===== src/rtl/tmr_mon_pkg.sv =====
// Shared types and helpers for the triple-modular-redundancy vote monitor.
package tmr_mon_pkg;

    typedef enum logic [1:0] {
        ST_WARMUP  = 2'd0,
        ST_MONITOR = 2'd1,
        ST_FAULT   = 2'd2
    } state_t;

    localparam logic [1:0] SRC_NONE = 2'd0;
    localparam logic [1:0] SRC_SR   = 2'd1;
    localparam logic [1:0] SRC_JK   = 2'd2;
    localparam logic [1:0] SRC_T    = 2'd3;

    localparam int STREAK_W = 8;

    function automatic logic majority3(input logic a, input logic b, input logic c);
        return (a & b) | (a & c) | (b & c);
    endfunction

    // With three 1-bit inputs, any disagreement isolates exactly one source.
    function automatic logic [1:0] odd_source(input logic sr, input logic jk, input logic t);
        if (sr == jk && jk == t) begin
            return SRC_NONE;
        end else if (jk == t) begin
            return SRC_SR;
        end else if (sr == t) begin
            return SRC_JK;
        end else begin
            return SRC_T;
        end
    endfunction

endpackage


===== src/rtl/tmr_sat_counter.sv =====
// Saturating up-counter with synchronous clear; clear has priority over increment.
module tmr_sat_counter #(
    parameter int CNT_W = 8
) (
    input  logic             clk,
    input  logic             reset,
    input  logic             clr,
    input  logic             inc,
    output logic [CNT_W-1:0] cnt
);

    logic [CNT_W-1:0] cnt_q;
    logic [CNT_W-1:0] cnt_d;

    always_comb begin
        cnt_d = cnt_q;
        if (clr) begin
            cnt_d = '0;
        end else if (inc && (cnt_q != '1)) begin
            cnt_d = cnt_q + CNT_W'(1);
        end
    end

    always_ff @(posedge clk) begin
        if (!reset) begin
            cnt_q <= '0;
        end else begin
            cnt_q <= cnt_d;
        end
    end

    assign cnt = cnt_q;

endmodule


===== src/rtl/tmr_vote_monitor.sv =====
// Majority voter and disagreement monitor for three redundant flip-flop outputs.
// Define TMR_MON_CNT_EN to build the per-source error counters; otherwise err_cnt_* read 0.
module tmr_vote_monitor
    import tmr_mon_pkg::*;
#(
    parameter int CNT_W        = 8,
    parameter int WARMUP       = 2,
    parameter int FAULT_THRESH = 3
) (
    input  logic             clk,
    input  logic             reset,
    input  logic             en,
    input  logic             clr,
    input  logic             q_sr,
    input  logic             q_jk,
    input  logic             q_t,
    output logic             q_vote,
    output logic             mismatch,
    output logic             fault,
    output logic [1:0]       fault_src,
    output logic [CNT_W-1:0] err_cnt_sr,
    output logic [CNT_W-1:0] err_cnt_jk,
    output logic [CNT_W-1:0] err_cnt_t,
    output logic [1:0]       state
);

    localparam int WARM_W = (WARMUP > 1) ? $clog2(WARMUP) : 1;

    state_t              state_q, state_d;
    logic [WARM_W-1:0]   warm_cnt_q, warm_cnt_d;
    logic [STREAK_W-1:0] streak_q, streak_d;
    logic [1:0]          last_src_q, last_src_d;
    logic [1:0]          fault_src_q, fault_src_d;
    logic                q_vote_q, q_vote_d;
    logic                mismatch_q, mismatch_d;
    logic                fault_q, fault_d;

    logic [1:0] odd_src;
    logic       active;
    logic       clr_ok;
    logic       sample_ok;

    assign odd_src   = odd_source(q_sr, q_jk, q_t);
    assign active    = (state_q != ST_WARMUP);
    assign clr_ok    = active & clr;
    assign sample_ok = active & en & ~clr;

    always_comb begin
        state_d     = state_q;
        warm_cnt_d  = warm_cnt_q;
        streak_d    = streak_q;
        last_src_d  = last_src_q;
        fault_src_d = fault_src_q;
        fault_d     = fault_q;
        q_vote_d    = majority3(q_sr, q_jk, q_t);
        mismatch_d  = 1'b0;

        if (state_q == ST_WARMUP) begin
            if (warm_cnt_q == WARM_W'(WARMUP - 1)) begin
                state_d = ST_MONITOR;
            end else begin
                warm_cnt_d = warm_cnt_q + WARM_W'(1);
            end
        end

        if (clr_ok) begin
            streak_d    = '0;
            last_src_d  = SRC_NONE;
            fault_d     = 1'b0;
            fault_src_d = SRC_NONE;
            state_d     = ST_MONITOR;
        end else if (sample_ok) begin
            mismatch_d = (odd_src != SRC_NONE);
            last_src_d = odd_src;
            if (odd_src == SRC_NONE) begin
                streak_d = '0;
            end else if (odd_src != last_src_q) begin
                streak_d = STREAK_W'(1);
            end else if (streak_q != '1) begin
                streak_d = streak_q + STREAK_W'(1);
            end
            // fault_src only latches on entry; later mismatches in FAULT leave it alone
            if ((state_q == ST_MONITOR) && (odd_src != SRC_NONE) &&
                (streak_d >= STREAK_W'(FAULT_THRESH))) begin
                fault_d     = 1'b1;
                fault_src_d = odd_src;
                state_d     = ST_FAULT;
            end
        end
    end

    always_ff @(posedge clk) begin
        if (!reset) begin
            state_q     <= ST_WARMUP;
            warm_cnt_q  <= '0;
            streak_q    <= '0;
            last_src_q  <= SRC_NONE;
            fault_src_q <= SRC_NONE;
            fault_q     <= 1'b0;
            q_vote_q    <= 1'b0;
            mismatch_q  <= 1'b0;
        end else begin
            state_q     <= state_d;
            warm_cnt_q  <= warm_cnt_d;
            streak_q    <= streak_d;
            last_src_q  <= last_src_d;
            fault_src_q <= fault_src_d;
            fault_q     <= fault_d;
            q_vote_q    <= q_vote_d;
            mismatch_q  <= mismatch_d;
        end
    end

`ifdef TMR_MON_CNT_EN
    logic [2:0]       cnt_inc;
    logic [CNT_W-1:0] cnt_val [3];

    // Counter index gi tracks source code gi+1 (SR, JK, T).
    for (genvar gi = 0; gi < 3; gi++) begin : g_cnt
        assign cnt_inc[gi] = sample_ok & (odd_src == 2'(gi + 1));
        tmr_sat_counter #(
            .CNT_W(CNT_W)
        ) u_cnt (
            .clk  (clk),
            .reset(reset),
            .clr  (clr_ok),
            .inc  (cnt_inc[gi]),
            .cnt  (cnt_val[gi])
        );
    end

    assign err_cnt_sr = cnt_val[0];
    assign err_cnt_jk = cnt_val[1];
    assign err_cnt_t  = cnt_val[2];
`else
    assign err_cnt_sr = '0;
    assign err_cnt_jk = '0;
    assign err_cnt_t  = '0;
`endif

    assign q_vote    = q_vote_q;
    assign mismatch  = mismatch_q;
    assign fault     = fault_q;
    assign fault_src = fault_src_q;
    assign state     = state_q;

endmodule


===== config.mk =====
export PLATFORM = sky130hd
export DESIGN_NAME = tmr_vote_monitor
export DESIGN_NICKNAME = d
export VERILOG_FILES = /design/src/rtl/tmr_mon_pkg.sv /design/src/rtl/tmr_sat_counter.sv /design/src/rtl/tmr_vote_monitor.sv
export SDC_FILE = /design/constraint.sdc
export NUM_CORES = 1
export LEC_CHECK = 0
export CAP_MARGIN = 30
export CELL_PAD_IN_SITES_DETAIL_PLACEMENT = 0
export CELL_PAD_IN_SITES_GLOBAL_PLACEMENT = 1
export CORE_MARGIN = 1.5
export CORE_UTILIZATION = 40
export DETAILED_ROUTE_END_ITERATION = 12
export DONT_BUFFER_PORTS = 1
export PLACE_DENSITY_LB_ADDON = 0.1
export SETUP_SLACK_MARGIN = 0.05
export SLEW_MARGIN = 30
export SYNTH_ARGS = -nofsm -noshare
export SYNTH_HDL_FRONTEND = slang
export SYNTH_SLANG_ARGS = --single-unit

===== constraint.sdc =====
create_clock -name clk -period 2.1 [get_ports clk]
set_clock_uncertainty 0.2 [all_clocks]
set_input_delay 0.42 -clock clk [delete_from_list [all_inputs] [get_ports clk]]
set_output_delay 0.42 -clock clk [all_outputs]
set_load 0.05 [all_outputs]

# After elaboration in Yosys (flattened, before gate mapping)
# Cells that the tools add are included.
dict set report totals {
  register_bits 18
  output_inout_bits 31
}
dict set report op_classes {
  addsub 2
  n_lt_le_gt_ge 1
  eq_ne 6
  mux 14
  bitwise 11
  n_reduce_logical 10
}
# op count
set ops {}
lappend ops {{8-bit 2-to-1 mux} 5}
lappend ops {{2-bit 2-to-1 mux} 6}
lappend ops {{8-bit by 1-bit adder with 8-bit output (second input constant)} 1}
lappend ops {{8-bit by 2-bit >= comparator with 1-bit output (second input constant)} 1}
lappend ops {{8-bit inequality test (second input constant)} 1}
lappend ops {{1-bit AND} 6}
lappend ops {{2-bit zero test} 2}
lappend ops {{2-bit nonzero test} 2}
lappend ops {{1-bit equality test} 3}
lappend ops {{1-bit logical AND} 3}
lappend ops {{1-bit 2-to-1 mux} 3}
lappend ops {{1-bit NOT} 3}
lappend ops {{3-bit OR reduction} 1}
lappend ops {{2-bit by 1-bit equality test with 1-bit output (second input constant)} 1}
lappend ops {{2-bit inequality test} 1}
lappend ops {{1-bit bitwise OR} 2}
lappend ops {{2-bit AND reduction} 1}
lappend ops {{2-bit OR reduction} 1}
lappend ops {{1-bit adder (second input constant)} 1}

# Depth between registers and ports, before layout
# Gate-level depths: netlist of the first run.
dict set report logic_depth {
  ltp_word 14
  depth_mapped 7
  depth_no_buf 6
}

# Worst setup path before layout of the first run
# No wires, ideal clock.
dict set report synth_timing {
  path_type {register -> register}
  startpoint {register streak_q[0]}
  endpoint {register state_q[1] (netlist: state[1])}
  arrival_ns 1.969
  t_required_ns 1.785
  setup_slack_ns -0.184
  stages_incl_launch_ff 8
  path_buffers 1
  synth_period_minus_slack_ns 2.284
  path_cell_list {dfxtp_1 > ha_1 > clkbuf_1 > xnor2_1 > a31oi_1 > or4_4 > o311a_4 > o21a_1}
}
dict set report synth_via {
  elab_chain_cells 10
}
# element line
set synth_rtl {}
lappend synth_rtl {{start, declared} tmr_vote_monitor.sv:31} ;# logic [STREAK_W-1:0] streak_q, streak_d;
lappend synth_rtl {{start signal, assigned} tmr_vote_monitor.sv:105} ;# streak_q <= streak_d;
lappend synth_rtl {{8-bit by 1-bit adder with 8-bit output or 8-bit inequality test (tied branches)} {tmr_vote_monitor.sv:80, tmr_vote_monitor.sv:79}}
lappend synth_rtl {{8-bit 2-to-1 mux (*)} tmr_vote_monitor.sv:79} ;# end else if (streak_q != '1) begin
lappend synth_rtl {{8-bit 2-to-1 mux (*)} tmr_vote_monitor.sv:77} ;# end else if (odd_src != last_src_q) begin
lappend synth_rtl {{8-bit 2-to-1 mux (*)} tmr_vote_monitor.sv:75} ;# if (odd_src == SRC_NONE) begin
lappend synth_rtl {{8-bit 2-to-1 mux (*)} tmr_vote_monitor.sv:72} ;# end else if (sample_ok) begin
lappend synth_rtl {{8-bit 2-to-1 mux (*)} tmr_vote_monitor.sv:66} ;# if (clr_ok) begin
lappend synth_rtl {{8-bit by 2-bit >= comparator with 1-bit output (*)} tmr_vote_monitor.sv:84} ;# (streak_d >= STREAK_W'(FAULT_THRESH))) begin
lappend synth_rtl {{1-bit logical AND (*)} tmr_vote_monitor.sv:83} ;# if ((state_q == ST_MONITOR) && (odd_src != SRC_NONE) &&
lappend synth_rtl {{2-bit 2-to-1 mux (*)} tmr_vote_monitor.sv:83}
lappend synth_rtl {{2-bit 2-to-1 mux (*)} tmr_vote_monitor.sv:72}
lappend synth_rtl {{end signal, assigned} tmr_vote_monitor.sv:103} ;# state_q <= state_d;
lappend synth_rtl {{end, declared} tmr_vote_monitor.sv:29} ;# state_t state_q, state_d;
# Mark *: on every way between the ends. The rest lies on a longest branch, timed or not. The select of a mux whose other input is x is not followed.
# A chain may end at the register's enable or synchronous reset.

# Worst setup path in the final report of the first run
dict set report layout_timing {
  startpoint {register streak_q[1]}
  endpoint {register state_q[1] (netlist: state[1])}
}
# The elaborated chain is that of the path after synthesis.

==> results of run 1 <==
[per-layer routing]
| metal | part of all wire | track usage |
|---|---|---|
| met1 | 0.49 | 0.227 |
| met2 | 0.45 | 0.262 |
| met3 | 0.052 | 0.0242 |
| met5 | 0 | 0 |
| met4 | 0.010 | 0.0698 |
[how the worst max path moves through the flow]
stage | startpoint | end | slack (ns) | cells after the start
2_1_floorplan | streak_q[1] | state[1] | 0.05 | 6
3_3_place_gp | streak_q[2] | fault | 0.01 | 5
3_5_place_dp | streak_q[2] | state[1] | 0.01 | 5
4_1_cts | streak_q[1] | state[1] | 0.06 | 6
5_1_grt | streak_q[1] | state[1] | -0.003 | 6
6_report | streak_q[1] | state[1] | 0.03 | 6
[sequential cells by signal, indices dropped and copies added (netlist names)]
signal      cells
streak_q        8
fault_src       2
last_src_q      2
state           2
fault           1
mismatch        1
q_vote          1
warm_cnt_q      1
[per-stage QoR]
step                      std cells  setup WS, ns  area, um^2  hold slack [ns]
after CTS                       184        0.0579        1340           0.0227
after floorplan                 167        0.0544        1380            0.237
after detailed placement        179        0.0149        1280            0.259
after global routing            186      -0.00263        1370           0.0176
after global placement          179        0.0118        1280            0.246
final                           186        0.0338        1370           0.0306
[area by class of cell]
class | instances | area (um^2)
fillers | 269 | 1460
multi-input cells | 119 | 811
flip-flops and latches | 18 | 374
repair buffers | 14 | 105
well taps | 31 | 38.8
clock buffers | 4 | 36.3
[cells in the final DEF (no fill, tap or decap), types with 2 or more instances in the layout]
cell	synthesis	layout
ha_4	0	3
xnor2_2	0	2
dfxtp_4	0	2
nor3_1	5	5
conb_1	1	24
buf_4	24	14
o21a_1	3	3
dfxtp_1	18	11
a211oi_1	4	3
a31oi_1	7	7
mux2i_1	3	3
nand3b_1	2	2
nor2_1	8	8
and2_1	2	2
dfxtp_2	0	5
clkbuf_4	0	3
o221a_2	2	2
a21oi_1	8	8
o21ai_0	4	3
nand2_1	15	15
[cell families after synthesis]
group,Yosys count,share of synthesized area
flops,18,0.293
mux,4,0.0335
compound gates,35,0.207
fa+ha+maj,3,0.0305
other cells,1,0.00305
simple gates,49,0.232
buf+inv,30,0.173
xor+xnor,4,0.0285
[power breakdown]
| group | internal [W] | total, W | switching (W) |
|---|---|---|---|
| combinational | 0.0000347 | 0.000174 | 0.000139 |
| sequential | 0.000346 | 0.000356 | 0.0000105 |
| clock | 0.000106 | 0.000225 | 0.000119 |
[timing repair]
action                                 4_1_cts  5_1_grt
endpoints found under the hold margin        0        0
setup endpoints to repair                    4        4
pin swaps                                    0        3
resized for setup                            7        4
setup buffers                                1        2
[worst register-to-register path, cell delays in order (launching register included)]
cell and delay [ns]:
dfxtp_4 0.40, ha_4 0.19, xnor2_2 0.11, a31oi_1 0.11, or4_4 0.43, o311a_4 0.35
o21a_1 0.19
[synthesized netlist by cell type, types with 2 or more instances]
library cell,instances
xnor2_1,3
o21ai_0,4
ha_1,3
and2_1,2
mux2i_1,3
dfxtp_1,18
a21oi_1,8
nand2_1,15
a211oi_1,4
nor2_1,8
nor3_1,5
o21a_1,3
nand3b_1,2
buf_4,24
nand3_1,2
o221a_2,2
clkbuf_1,3
a31oi_1,7
==> run_results.csv, run 1 <==
group,metric,value,unit
outcome,status,"completed",
logic_synthesis,synth_top_area_cell,"dfxtp_1",
floorplanning,boundaryPins,38,
cells_and_area,finish.utilization,0.483,
timing,final-setup-viol-count,0,
timing,period_minus_slack,2.07,ns
critical_path,crit_type,"flop to flop",
timing,fmax,484,MHz
timing,period_share,0.984,
power,irDropWorstVdd,0.000227,V
timing,rsz0062_at_grt,"true",
logic_synthesis,synth_area_leaders,"dfxtp_1, buf_4, nand2_1, a31oi_1, a21oi_1",
worst_hold_path,whs_endpoint,"warm_cnt_q",
clock_network,cts_buffers,3,
critical_path,slowest_stage,"or4_4",
critical_path,cp_cell_sequence,"ha_4 > xnor2_2 > a31oi_1 > or4_4 > o311a_4 > o21a_1",
timing,fin_tns_setup,0,ns
critical_path,worst-path-buf-inv,0,
place,dp_hpwl,1.90,mm
clock_network,clock_latency,0.30,ns
logic_synthesis,yosysSeqAreaShare,0.293,
floorplanning,start_util,0.435,
cells_and_area,layout-drive-gt1-share,0.284,
logic_synthesis,async_flop_share,0,
critical_path,r2r_setup_slack,0.03,ns
routing,drc,0,
grt,grt.total_usage,0.166,
place,numPortBuffers,0,
logic_synthesis,avgSynthCellArea,8.55,um^2
floorplanning,coreArea,0.00283,mm^2
floorplanning,die_area,0.00342,mm^2
clock_network,cts_max_level,1,
critical_path,crit_path_end_kind,"flop",
clock_network,cts_tree,"done",
logic_synthesis,synth_edf_count,0,
worst_hold_path,holdPathStages,1,
clock_network,cts_buffer_depth,2,
floorplanning,rows,19,
critical_path,cp_top_family,"compound AO/OA/AOI/OAI gates",
critical_path,cp-start-kind,"flop",
logic_synthesis,postSynthCellCount,144,
critical_path,r2r-start,"streak_q[1]",
worst_hold_path,hold_path_class,"primary input to flop",
logic_synthesis,yosysWarningCount,0,
cells_and_area,antenna-diode-count,0,
clock_network,clk_pin_slew,0.11,ns
grt,grt_start_max_net_pins,14,
logic_synthesis,synth.distinct_cells,46,
routing,antenna_left,0,
power,p_leak,0.522,nW
routing,routedWlPerCell,14.0,um
critical_path,cp_data_arrival_time,2.07,ns
timing,max_slew_margin,0.659,
grt,grt_pass1_vias,937,
logic_synthesis,ys_ff_latch,18,
timing,final_hold_viol_count,0,
routing,first_iter_violations,23,
place,gp_congestion,0.758,
cells_and_area,nets,166,
routing,viasPerCell,5.45,
critical_path,required,2.11,ns
routing,dr.pass1.iters,4,
critical_path,reg2reg_to,"state[1]",
floorplanning,fp.dieW,58.5,um
cells_and_area,areaGrowthSynthToFinish,10.9,%
logic_synthesis,synth_ff_type,"dfxtp_1",
critical_path,crit_fanout,7,
routing,wl,2.60,mm
power,finalPower,0.000754,W
clock_network,cts_num_sinks,18,
timing,final_max_slew_viol_count,0,
grt,grt_pass1_wl,4.34,mm
routing,vias,1013,
floorplanning,die_y,58.5,um
run,drv_cap,0,
grt,antenna_found_initial,0,
logic_synthesis,syn-cell-area,0.00123,mm^2
clock_network,hold_buffers,0,
power,p_per_area,553,mW/mm^2
grt,grt-ovfl-total,0,
critical_path,r2r_cells,6,
worst_hold_path,hold_start,"reset",
logic_synthesis,synth.top_cell.area_share,0.293,
critical_path,cpPeakStageDelay,0.43,ns
timing,worst_pin_slew,0.511,ns
clock_network,clockRootBuffer,"clkbuf_4",
Note: power is estimated with default switching activity, not from simulation.
==> inputs of run 2 (changes only) <==
--- a/config.mk
+++ b/config.mk
@@ -10,9 +10,11 @@
 export CELL_PAD_IN_SITES_GLOBAL_PLACEMENT = 1
 export CORE_MARGIN = 1.5
 export CORE_UTILIZATION = 40
+export CTS_CLUSTER_SIZE = 24
 export DETAILED_ROUTE_END_ITERATION = 12
 export DONT_BUFFER_PORTS = 1
 export PLACE_DENSITY_LB_ADDON = 0.1
+export RECOVER_POWER = 50
 export SETUP_SLACK_MARGIN = 0.05
 export SLEW_MARGIN = 30
 export SYNTH_ARGS = -nofsm -noshare
==> run 2 against run 1 <==
Compared with the run above: final area fell by 1.2%; largest cell class unchanged; clock-buffer cell count did not move; cell count did not move.
==> run_results.csv, run 2 (synthesis gave the netlist of run 1 again) <==
group,metric,value,unit
critical_path,required,2.11,ns
grt,grt_pass1_vias,937,
critical_path,cp-start-kind,"flop",
timing,final-setup-viol-count,0,
power,irDropWorstVdd,0.000226,V
routing,routedWlPerCell,14.0,um
grt,grt.total_usage,0.166,
cells_and_area,nets,166,
timing,fin_tns_setup,0,ns
cells_and_area,antenna-diode-count,0,
floorplanning,die_y,58.5,um
place,gp_congestion,0.758,
clock_network,cts_tree,"done",
routing,drc,0,
clock_network,clock_latency,0.30,ns
outcome,status,"completed",
critical_path,cpPeakStageDelay,0.43,ns
cells_and_area,layout-drive-gt1-share,0.271,
floorplanning,die_area,0.00342,mm^2
cells_and_area,top_register,"streak_q",
timing,final_hold_viol_count,0,
worst_hold_path,hold_path_class,"primary input to flop",
critical_path,r2r_setup_slack,0.03,ns
grt,grt_start_max_net_pins,14,
power,p_leak,0.518,nW
critical_path,slowest_stage,"or4_4",
critical_path,cp_data_arrival_time,2.07,ns
routing,antenna_left,0,
cells_and_area,areaGrowthSynthToFinish,9.55,%
timing,fmax,484,MHz
clock_network,clockRootBuffer,"clkbuf_4",
routing,first_iter_violations,24,
critical_path,cp_cell_sequence,"ha_4 > xnor2_2 > a31oi_1 > or4_4 > o311a_4 > o21a_1",
timing,max_slew_margin,0.659,
clock_network,hold_buffers,0,
cells_and_area,final_common_cell,"conb_1",
floorplanning,rows,19,
power,p_per_area,557,mW/mm^2
floorplanning,start_util,0.435,
clock_network,cts_max_level,1,
clock_network,cts_buffer_depth,2,
timing,rsz0062_at_grt,"true",
run,drv_cap,0,
timing,period_minus_slack,2.07,ns
routing,dr.pass1.iters,4,
cells_and_area,largest_register_ffs,8,
critical_path,crit_type,"flop to flop",
grt,grt_pass1_wl,4.34,mm
routing,wl,2.61,mm
floorplanning,boundaryPins,38,
cells_and_area,final_cell_mix,"conb_1, nand2_1, buf_4",
grt,grt-ovfl-total,0,
clock_network,cts_num_sinks,18,
clock_network,clk_pin_slew,0.11,ns
grt,antenna_found_initial,0,
place,placed_area,0.00128,mm^2
critical_path,crit_fanout,7,
floorplanning,coreArea,0.00283,mm^2
floorplanning,fp.dieW,58.5,um
place,dp_hpwl,1.90,mm
routing,vias,1012,
place,numPortBuffers,0,
timing,period_share,0.984,
cells_and_area,fin_area,0.00135,mm^2
timing,final_max_slew_viol_count,0,
routing,viasPerCell,5.44,
critical_path,crit_path_end_kind,"flop",
clock_network,cts_buffers,3,
timing,worst_pin_slew,0.511,ns
[run 2: path summary, 6_finish.rpt]
| path | from | depth (start not counted) | to |
|---|---|---|---|
| setup reg to reg | streak_q[1] | 6 | state[1] |
| hold / removal | reset | 1 | warm_cnt_q |
| setup / recovery | streak_q[1] | 6 | state[1] |
| hold reg to reg | warm_cnt_q | 1 | warm_cnt_q |
[run 2: cell type report]
type | count | area, um^2
timing repair buffer | 14 | 101
tap | 31 | 38.8
sequential | 18 | 374
clock buffer | 4 | 36.3
fill | 273 | 1480
multi-input combinational | 119 | 798
[run 2: per-stage QoR]
step / std cells / utilization / setup slack, ns / total power (W) / hold WS, ns
after CTS: 184 / 0.474 / 0.0579 / 0.000759 / 0.0227
after global placement: 179 / 0.453 / 0.0118 / 0.000536 / 0.246
after floorplan: 167 / - / 0.0544 / 0.000553 / 0.237
after detailed placement: 179 / 0.453 / 0.0149 / 0.000536 / 0.259
after global routing: 186 / 0.477 / -0.00263 / 0.000783 / 0.0176
final: 186 / 0.477 / 0.0333 / 0.000751 / 0.0310
[run 2: routing by layer]
metal | wire length (um) | track usage
met1 | 1260 | 0.227
met2 | 1170 | 0.262
met3 | 149 | 0.0242
met4 | 27 | 0.0698
met5 | 0 | 0
[run 2: repair_timing]
| action | CTS | global route |
|---|---|---|
| gates resized for setup | 7 | 4 |
| pin swaps | 0 | 3 |
| setup buffers | 1 | 2 |
| setup endpoints to repair | 4 | 4 |
| gates cloned | 0 | 0 |
[run 2: critical path: cells and delay by family (launching register included)]
family,cells,cell delay (ns)
adders and majority gates,1,0.19
xor gates and xnor gates,1,0.11
AOI/OAI and AO/OA,3,0.65
and+or+nand+nor,1,0.43
DFF,1,0.40
[run 2: where the power goes]
part           internal (W)  leakage, nW  switching [W]  total [W]
logic             0.0000317        0.347       0.000139   0.000171
clock network      0.000106       0.0210       0.000119   0.000225
registers          0.000346        0.150      0.0000105   0.000356
total              0.000483        0.518       0.000268   0.000751
